--- src/rtl/qsfp_rd_capture_pkg.sv ---
// Shared types and constants for the QSFP read-capture block: FSM states
// and the QSFP page to shadow-memory page-slot mapping.
package qsfp_rd_capture_pkg;

   localparam int NUM_PAGES      = 5;
   localparam int WORDS_PER_PAGE = 32;

   typedef enum logic [1:0] {
      IDLE,
      WAIT_DATA,
      DONE,
      ACK_LOW
   } state_t;

   typedef struct packed {
      logic       valid;
      logic [2:0] idx;
   } page_map_t;

   // Pages 0x00, 0x02, 0x03, 0x20 and 0x21 are shadowed; every other page is unmapped.
   function automatic page_map_t page_to_idx(input logic [7:0] page);
      page_map_t m;
      m = '{valid: 1'b1, idx: 3'd0};
      case (page)
         8'h00:   m.idx = 3'd0;
         8'h02:   m.idx = 3'd1;
         8'h03:   m.idx = 3'd2;
         8'h20:   m.idx = 3'd3;
         8'h21:   m.idx = 3'd4;
         default: m     = '{valid: 1'b0, idx: 3'd0};
      endcase
      return m;
   endfunction

endpackage

--- src/rtl/qsfp_rd_capture_if.sv ---
// Poller, I2C RX stream, shadow-memory write and status signals of the
// capture block. The slave modport is the capture block's view.
interface qsfp_rd_capture_if #(
   parameter int MEM_AW = 8,
   parameter int CNT_W  = 16
);
   logic [7:0]        src_data;
   logic              src_valid;
   logic              src_ready;
   logic              wren_logic;
   logic [7:0]        curr_rd_page;
   logic [7:0]        curr_rd_addr;
   logic              rd_done;
   logic              rd_done_ack;
   logic              wr_cnt_rst;
   logic              mem_wr_en;
   logic [MEM_AW-1:0] mem_wr_addr;
   logic [63:0]       mem_wr_data;
   logic [7:0]        mem_byteen;
   logic [CNT_W-1:0]  byte_cnt;
   logic [CNT_W-1:0]  drop_cnt;
   logic              timeout_err;
   logic              page_err;

   modport master (
      output src_data, src_valid, wren_logic, curr_rd_page, curr_rd_addr,
             rd_done_ack, wr_cnt_rst,
      input  src_ready, rd_done, mem_wr_en, mem_wr_addr, mem_wr_data, mem_byteen,
             byte_cnt, drop_cnt, timeout_err, page_err
   );

   modport slave (
      input  src_data, src_valid, wren_logic, curr_rd_page, curr_rd_addr,
             rd_done_ack, wr_cnt_rst,
      output src_ready, rd_done, mem_wr_en, mem_wr_addr, mem_wr_data, mem_byteen,
             byte_cnt, drop_cnt, timeout_err, page_err
   );

endinterface

--- src/rtl/qsfp_rd_capture.sv ---
// Captures poller-requested I2C read bytes into the QSFP shadow memory and
// returns the per-byte rd_done/rd_done_ack handshake, with timeout and page checks.
module qsfp_rd_capture
   import qsfp_rd_capture_pkg::*;
#(
   parameter int MEM_AW         = 8,
   parameter int TIMEOUT_CYCLES = 100000,
   parameter int CNT_W          = 16
) (
   input  logic              clk,
   input  logic              rst_n,
   qsfp_rd_capture_if.slave  bus
);

   localparam int               TMO_W    = (TIMEOUT_CYCLES > 1) ? $clog2(TIMEOUT_CYCLES) : 1;
   localparam logic [TMO_W-1:0] TMO_LAST = TMO_W'((TIMEOUT_CYCLES > 0) ? TIMEOUT_CYCLES - 1 : 0);
   localparam bit               TMO_EN   = (TIMEOUT_CYCLES > 0);

   state_t              r_state;
   logic                r_src_ready;
   logic                r_rd_done;
   logic                r_mem_wr_en;
   logic [MEM_AW-1:0]   r_mem_wr_addr;
   logic [63:0]         r_mem_wr_data;
   logic [7:0]          r_mem_byteen;
   logic [TMO_W-1:0]    r_tmo_cnt;
   logic [CNT_W-1:0]    r_byte_cnt;
   logic [CNT_W-1:0]    r_drop_cnt;
   logic                r_timeout_err;
   logic                r_page_err;

   page_map_t w_map;
   logic      w_accept;
   logic      w_drop;
   logic      w_write;
   logic      w_page_miss;
   logic      w_tmo_hit;
   logic      w_tmo_fire;

   assign w_map       = page_to_idx(bus.curr_rd_page);
   assign w_accept    = bus.src_valid & r_src_ready;
   assign w_drop      = (r_state == IDLE) & w_accept;
   assign w_write     = (r_state == WAIT_DATA) & w_accept & w_map.valid;
   assign w_page_miss = (r_state == WAIT_DATA) & w_accept & ~w_map.valid;
   assign w_tmo_hit   = TMO_EN && (r_tmo_cnt == TMO_LAST);
   // A falling wren_logic abandons the byte silently, so it outranks the timeout.
   assign w_tmo_fire  = (r_state == WAIT_DATA) & ~w_accept & bus.wren_logic & w_tmo_hit;

   // NOTE: sequential state uses non-blocking assignments only, so every
   // register samples the pre-edge values of the others regardless of order.
   always_ff @(posedge clk or negedge rst_n) begin
      if (!rst_n) begin
         r_state       <= IDLE;
         r_src_ready   <= 1'b0;
         r_rd_done     <= 1'b0;
         r_mem_wr_en   <= 1'b0;
         r_mem_wr_addr <= '0;
         r_mem_wr_data <= '0;
         r_mem_byteen  <= '0;
         r_tmo_cnt     <= '0;
      end else begin
         r_mem_wr_en <= 1'b0;
         case (r_state)
            IDLE: begin
               r_src_ready <= 1'b1;
               if (bus.wren_logic) begin
                  r_state   <= WAIT_DATA;
                  r_tmo_cnt <= '0;
               end
            end
            WAIT_DATA: begin
               if (w_accept) begin
                  r_state     <= DONE;
                  r_src_ready <= 1'b0;
                  r_rd_done   <= 1'b1;
                  if (w_map.valid) begin
                     r_mem_wr_en   <= 1'b1;
                     r_mem_wr_addr <= MEM_AW'({w_map.idx, bus.curr_rd_addr[7:3]});
                     r_mem_wr_data <= {8{bus.src_data}};
                     r_mem_byteen  <= 8'h01 << bus.curr_rd_addr[2:0];
                  end
               end else if (!bus.wren_logic) begin
                  r_state <= IDLE;
               end else if (w_tmo_hit) begin
                  r_state     <= DONE;
                  r_src_ready <= 1'b0;
                  r_rd_done   <= 1'b1;
               end else begin
                  r_tmo_cnt <= r_tmo_cnt + TMO_W'(1);
               end
            end
            DONE: begin
               if (bus.rd_done_ack) begin
                  r_state   <= ACK_LOW;
                  r_rd_done <= 1'b0;
               end
            end
            ACK_LOW: begin
               // Waiting for the ack to drop lets the poller advance curr_rd_addr first.
               if (!bus.rd_done_ack) begin
                  r_src_ready <= 1'b1;
                  r_tmo_cnt   <= '0;
                  r_state     <= bus.wren_logic ? WAIT_DATA : IDLE;
               end
            end
            default: r_state <= IDLE;
         endcase
      end
   end

   always_ff @(posedge clk or negedge rst_n) begin
      if (!rst_n) begin
         r_byte_cnt    <= '0;
         r_drop_cnt    <= '0;
         r_timeout_err <= 1'b0;
         r_page_err    <= 1'b0;
      end else if (bus.wr_cnt_rst) begin
         r_byte_cnt    <= '0;
         r_drop_cnt    <= '0;
         r_timeout_err <= 1'b0;
         r_page_err    <= 1'b0;
      end else begin
         if (w_write && (r_byte_cnt != '1)) r_byte_cnt <= r_byte_cnt + CNT_W'(1);
         if (w_drop && (r_drop_cnt != '1))  r_drop_cnt <= r_drop_cnt + CNT_W'(1);
         if (w_page_miss)                   r_page_err    <= 1'b1;
         if (w_tmo_fire)                    r_timeout_err <= 1'b1;
      end
   end

   assign bus.src_ready   = r_src_ready;
   assign bus.rd_done     = r_rd_done;
   assign bus.mem_wr_en   = r_mem_wr_en;
   assign bus.mem_wr_addr = r_mem_wr_addr;
   assign bus.mem_wr_data = r_mem_wr_data;
   assign bus.mem_byteen  = r_mem_byteen;
   assign bus.byte_cnt    = r_byte_cnt;
   assign bus.drop_cnt    = r_drop_cnt;
   assign bus.timeout_err = r_timeout_err;
   assign bus.page_err    = r_page_err;

endmodule

--- src/flat_wrapper.sv ---
// flat-port wrapper written by rule: the top's interface ports become plain ports
module qsfp_rd_capture_flat import qsfp_rd_capture_pkg::*;
#(
   parameter int MEM_AW         = 8,
   parameter int TIMEOUT_CYCLES = 100000,
   parameter int CNT_W          = 16
)
  (clk, rst_n, bus_src_data, bus_src_valid, bus_wren_logic, bus_curr_rd_page, bus_curr_rd_addr, bus_rd_done_ack, bus_wr_cnt_rst, bus_src_ready, bus_rd_done, bus_mem_wr_en, bus_mem_wr_addr, bus_mem_wr_data, bus_mem_byteen, bus_byte_cnt, bus_drop_cnt, bus_timeout_err, bus_page_err);
  qsfp_rd_capture_if #(.MEM_AW(MEM_AW), .CNT_W(CNT_W)) bus_i ();
  input  logic clk;
  input  logic rst_n;
  input wire logic [$bits(bus_i.src_data)-1:0] bus_src_data;
  input wire logic [$bits(bus_i.src_valid)-1:0] bus_src_valid;
  input wire logic [$bits(bus_i.wren_logic)-1:0] bus_wren_logic;
  input wire logic [$bits(bus_i.curr_rd_page)-1:0] bus_curr_rd_page;
  input wire logic [$bits(bus_i.curr_rd_addr)-1:0] bus_curr_rd_addr;
  input wire logic [$bits(bus_i.rd_done_ack)-1:0] bus_rd_done_ack;
  input wire logic [$bits(bus_i.wr_cnt_rst)-1:0] bus_wr_cnt_rst;
  output wire logic [$bits(bus_i.src_ready)-1:0] bus_src_ready;
  output wire logic [$bits(bus_i.rd_done)-1:0] bus_rd_done;
  output wire logic [$bits(bus_i.mem_wr_en)-1:0] bus_mem_wr_en;
  output wire logic [$bits(bus_i.mem_wr_addr)-1:0] bus_mem_wr_addr;
  output wire logic [$bits(bus_i.mem_wr_data)-1:0] bus_mem_wr_data;
  output wire logic [$bits(bus_i.mem_byteen)-1:0] bus_mem_byteen;
  output wire logic [$bits(bus_i.byte_cnt)-1:0] bus_byte_cnt;
  output wire logic [$bits(bus_i.drop_cnt)-1:0] bus_drop_cnt;
  output wire logic [$bits(bus_i.timeout_err)-1:0] bus_timeout_err;
  output wire logic [$bits(bus_i.page_err)-1:0] bus_page_err;
  assign bus_i.src_data = bus_src_data;
  assign bus_i.src_valid = bus_src_valid;
  assign bus_i.wren_logic = bus_wren_logic;
  assign bus_i.curr_rd_page = bus_curr_rd_page;
  assign bus_i.curr_rd_addr = bus_curr_rd_addr;
  assign bus_i.rd_done_ack = bus_rd_done_ack;
  assign bus_i.wr_cnt_rst = bus_wr_cnt_rst;
  assign bus_src_ready = bus_i.src_ready;
  assign bus_rd_done = bus_i.rd_done;
  assign bus_mem_wr_en = bus_i.mem_wr_en;
  assign bus_mem_wr_addr = bus_i.mem_wr_addr;
  assign bus_mem_wr_data = bus_i.mem_wr_data;
  assign bus_mem_byteen = bus_i.mem_byteen;
  assign bus_byte_cnt = bus_i.byte_cnt;
  assign bus_drop_cnt = bus_i.drop_cnt;
  assign bus_timeout_err = bus_i.timeout_err;
  assign bus_page_err = bus_i.page_err;
  qsfp_rd_capture #(.MEM_AW(MEM_AW), .TIMEOUT_CYCLES(TIMEOUT_CYCLES), .CNT_W(CNT_W)) u_core (.clk(clk), .rst_n(rst_n), .bus(bus_i));
endmodule
--- config.mk ---
export PLATFORM = sky130hd
export DESIGN_NAME = qsfp_rd_capture_flat
export DESIGN_NICKNAME = d
export VERILOG_FILES = /design/src/rtl/qsfp_rd_capture_pkg.sv /design/src/rtl/qsfp_rd_capture_if.sv /design/src/rtl/qsfp_rd_capture.sv /design/src/flat_wrapper.sv
export SDC_FILE = /design/constraint.sdc
export NUM_CORES = 1
export LEC_CHECK = 0
export ABC_AREA = 1
export CAP_MARGIN = 5
export CORE_MARGIN = 8
export CORE_UTILIZATION = 49
export DETAILED_ROUTE_END_ITERATION = 6
export MAX_ROUTING_LAYER = met4
export PLACE_DENSITY = 0.91
export SYNTH_ARGS = -nofsm -noshare
export SYNTH_HDL_FRONTEND = slang
export SYNTH_SLANG_ARGS = --single-unit
--- constraint.sdc ---
create_clock -name clk -period 2.34 [get_ports clk]
set_input_delay 0.351 -clock clk [delete_from_list [all_inputs] [get_ports clk]]
set_output_delay 0.351 -clock clk [all_outputs]
set_load 0.02 [all_outputs]
==> summary.md <==
| Metric | Value |
|---|---|
| Die ar. | `14000 um^2` |
| Clock-pin slew on the worst setup and hold paths | `90 ps` |
| Number of synthesized register bits | `80` |
| Max incr delay on CP | `460 ps` |
| Ys flop type | `dfrtp_1` |
| CTS Root Cell | `clkbuf_8` |
| Wire per inst | `14.3 um` |
| DR pass1 iterations | `5` |
| CP max FO | `17` |
| Cell Chain, Critical Path | `inv_1 > ha_1 > inv_1 > nor2_4 > nand3_4 > nand2_4 > nand2_1 > nand2_1` |
| Post-DRT Antenna Nets | `0` |
| Via count | `4669` |
| Worst Path Required | `2630 ps` |
| DP Wirelength | `9760 um` |
| RSZ-0062 raised after global routing | `no` |
| Die Height | `118 um` |
| Slew Limit Fails | `0` |
| Cts hold-fix bufs | `0` |
| Post-synth EDFFs | `0` |
| Vias in the first global route | `4477` |
| Period utilization | `80.3%` |
| Hold_ws | `14.2 ps` |
| Seq/Total Area, Yosys | `39.0%` |
| Routability Congestion | `0.949` |
| Critical setup path kind | `reg -> reg` |
| Max IR drop VDD | `0.000640 V` |
| Max Cap Viol | `0` |
| Lkg Pwr | `2.82 nW` |
| Grt ovf | `0` |
| Worst hold path class | `in -> async` |
| Share of layout cells above drive strength 1 | `6.11%` |
| Mean post-synth cell area | `7.43 um^2` |
| Area Growth Syn to Fin | `27.3%` |
| Worst Setup Start Kind | `flop` |
| Sink Count | `80` |
| Initial DRC Count | `452` |
| DR DRC count | `0` |
| GRT Util Overall | `19.3%` |
| CTS tree | `built` |
| Post-Place Cells | `907` |
| Nets | `821` |
| Clk_skew | `11.8 ps` |
| Register area | `2000 um^2` |
| Routed WL | `13200 um` |
| Initial antenna violation count | `0` |
| Synth Instances | `691` |
| Syn nets | `730` |
| Fill cells | `891` |
| Setup TNS | `0 ps` |
| CP max-delay cell | `dfrtp_1` |
| Post-layout util | `63.8%` |
| CTS Buf Count | `9` |
| Synth unique cells | `35` |
| Diode count | `0` |
| Period minus WS final | `1880 ps` |
| Worst slew pin tran | `429 ps` |
| Initial Util | `50.2%` |
| Synth top area cells | `dfrtp_1 (39%), nand2_1 (14%), buf_4 (8.9%)` |
| Final setup vio count | `0` |
| # IOs | `147` |
| Fmax | `532 MHz` |
| H-tree lvl count | `3` |
| Post-CTS Setup Bufs | `0` |
| CP endpoint kind | `flop` |
| FFs w/ async S/R, synth | `100%` |
| First-pass GRT wire length | `22100 um` |
| Yosys top cell area share | `39.0%` |
| Final hold violation count | `0` |
| Drt via density | `5.06` |
| Worst-Skew Late Latency | `350 ps` |
| Yosys warns | `0` |
| Cell taking the most area after synthesis | `dfrtp_1` |
| Floorplan core area | `10200 um^2` |
| Core Rows | `37` |
| Worst path arrival time | `2170 ps` |
| Largest net degree at the start of global routing | `81` |
| Port Buffer Count | `146` |
| Die Width | `118 um` |
| Worst Path Buf+Inv | `2` |
| Slew Limit Headroom | `71.4%` |
| Multi-input logic area | `2390 um^2` |
| P per Cell Area | `692 nW/um^2` |
| Final Non-Filler Cells | `922` |
| Cell class contributing the biggest share of worst-path delay | `simple AND/OR/NAND/NOR gates` |
| Post-Syn Area | `5130 um^2` |
| Post-cts repair resize count | `0` |
| Outcome | `complete, no violations` |
| Max clock buf depth | `2` |
| Design Power | `4.52 mW` |
## worst paths after layout
check	slack [ps]	cells past startpoint	to	startpoint
max	460	8	u_core.bus.byte_cnt[10]$_DFFE_PN0P_	flop
min	10	2	u_core.r_tmo_cnt[1]$_DFFE_PN0P_	rst_n
max reg2reg	460	8	u_core.bus.byte_cnt[10]$_DFFE_PN0P_	flop
min reg2reg	480	2	u_core.bus.rd_done$_DFFE_PN0P_	u_core.bus.rd_done$_DFFE_PN0P_
max in group asynchronous	1990	2	u_core.bus.mem_wr_addr[7]$_DFFE_PN0P_	rst_n
min in group clk	480	2	u_core.bus.rd_done$_DFFE_PN0P_	u_core.bus.rd_done$_DFFE_PN0P_
## per-layer routing
| layer | track usage, % | vias to the layer above | wire length, um |
|---|---|---|---|
| met3 | 5.00 | 14 | 1070 |
| met2 | 30.3 | 196 | 6030 |
| met4 | 5.76 | 0 | 162 |
| met1 | 24.0 | 2129 | 5910 |
| met5 | - | - | 0 |
| li1 | - | 2330 | - |
## synth_stat cells, types with 3 or more instances
cell,instances
buf_2,5
buf_4,61
buf_6,4
clkbuf_1,4
dfrtp_1,80
ha_1,9
inv_1,50
nand2_1,195
nand2_4,3
nand3_1,75
nand4_1,12
nor2_1,79
nor2_2,5
nor3_1,17
nor3_2,3
o21ai_0,25
o21ai_1,20
xnor2_1,4
xor2_1,19
## power by group
part	leakage (nW)	switching, mW	internal, mW	total [mW]
clock	0.123	0.517	0.735	1.25
combinational	1.60	0.954	0.657	1.61
sequential	1.10	0.156	1.50	1.65
total	2.82	1.63	2.89	4.52
## worst register-to-register path: cells and delay by family (launching register included)
kind,cells,cell delay (ps)
AND/OR/NAND/NOR,5,850
buffers and inverters,2,330
adder cells (fa/ha/maj),1,190
flip-flops,1,460
## final cells by class
| class | instances | share of cell area (%) |
|---|---|---|
| inverters | 52 | 2.99 |
| repair buffers | 154 | 23.4 |
| clock inverters | 5 | 1.59 |
| multi-input cells | 485 | 36.6 |
| clock buffers | 10 | 2.11 |
| well taps | 136 | 2.61 |
| flip-flops and latches | 80 | 30.7 |
## state kept, by name (all words and copies together) (netlist names), 8 cells and up, named ones only
signal and flops:
u_core.bus.byte_cnt 16, u_core.bus.mem_wr_addr 8, u_core.r_tmo_cnt 17, u_core.bus.drop_cnt 16, u_core.bus.mem_byteen 8, u_core.bus.mem_wr_data 8
## layout by cell type (no fill, tap or decap)
| master | synthesis | layout |
|---|---|---|
| nand2_1 | 195 | 195 |
| clkdlybuf4s50_1 | 0 | 145 |
| dfrtp_1 | 80 | 80 |
| nor2_1 | 79 | 79 |
| nand3_1 | 75 | 75 |
| inv_1 | 50 | 50 |
| o21ai_0 | 25 | 25 |
| o21ai_1 | 20 | 20 |
| xor2_1 | 19 | 19 |
| nor3_1 | 17 | 17 |
| nand4_1 | 12 | 12 |
| clkbuf_8 | 0 | 10 |
| ha_1 | 9 | 9 |
| buf_4 | 61 | 8 |
| nor2_2 | 5 | 5 |
| xnor2_1 | 4 | 4 |
| nand2_4 | 3 | 3 |
| nor3_2 | 3 | 3 |
| bufinv_16 | 0 | 3 |
| nand3_2 | 2 | 2 |
| nor2_4 | 2 | 2 |
| nand3_4 | 2 | 2 |
| a21oi_1 | 2 | 2 |
| and2_1 | 2 | 2 |
| inv_2 | 1 | 1 |
| nand2_2 | 1 | 1 |
| nand2_8 | 1 | 1 |
| clkinv_1 | 1 | 1 |
| a31oi_1 | 1 | 1 |
| nor3_4 | 1 | 1 |
| nand4_2 | 1 | 1 |
| nor3b_1 | 1 | 1 |
| a311oi_1 | 1 | 1 |
| a31o_2 | 1 | 1 |
| or2_2 | 1 | 1 |
| inv_6 | 0 | 1 |
| clkinv_2 | 0 | 1 |
| buf_12 | 0 | 1 |
## per-stage QoR
stage          setup WS (ps)  instance area, um^2
2_1_floorplan            645                 5130
3_3_place_gp             176                 6290
3_5_place_dp             148                 6290
4_1_cts                  430                 6530
5_1_grt                  292                 6530
6_report                 460                 6530
## kinds of logic after synthesis
kind of cell | share of synthesized area, %
AND/OR/NAND/NOR | 35.4
buffers and inverters | 14.4
flip-flops | 39.0
AO/OA/AOI/OAI | 5.05
XOR/XNOR | 3.93
adder cells (fa/ha/maj) | 2.19
Power figures use the tool's default switching activity.
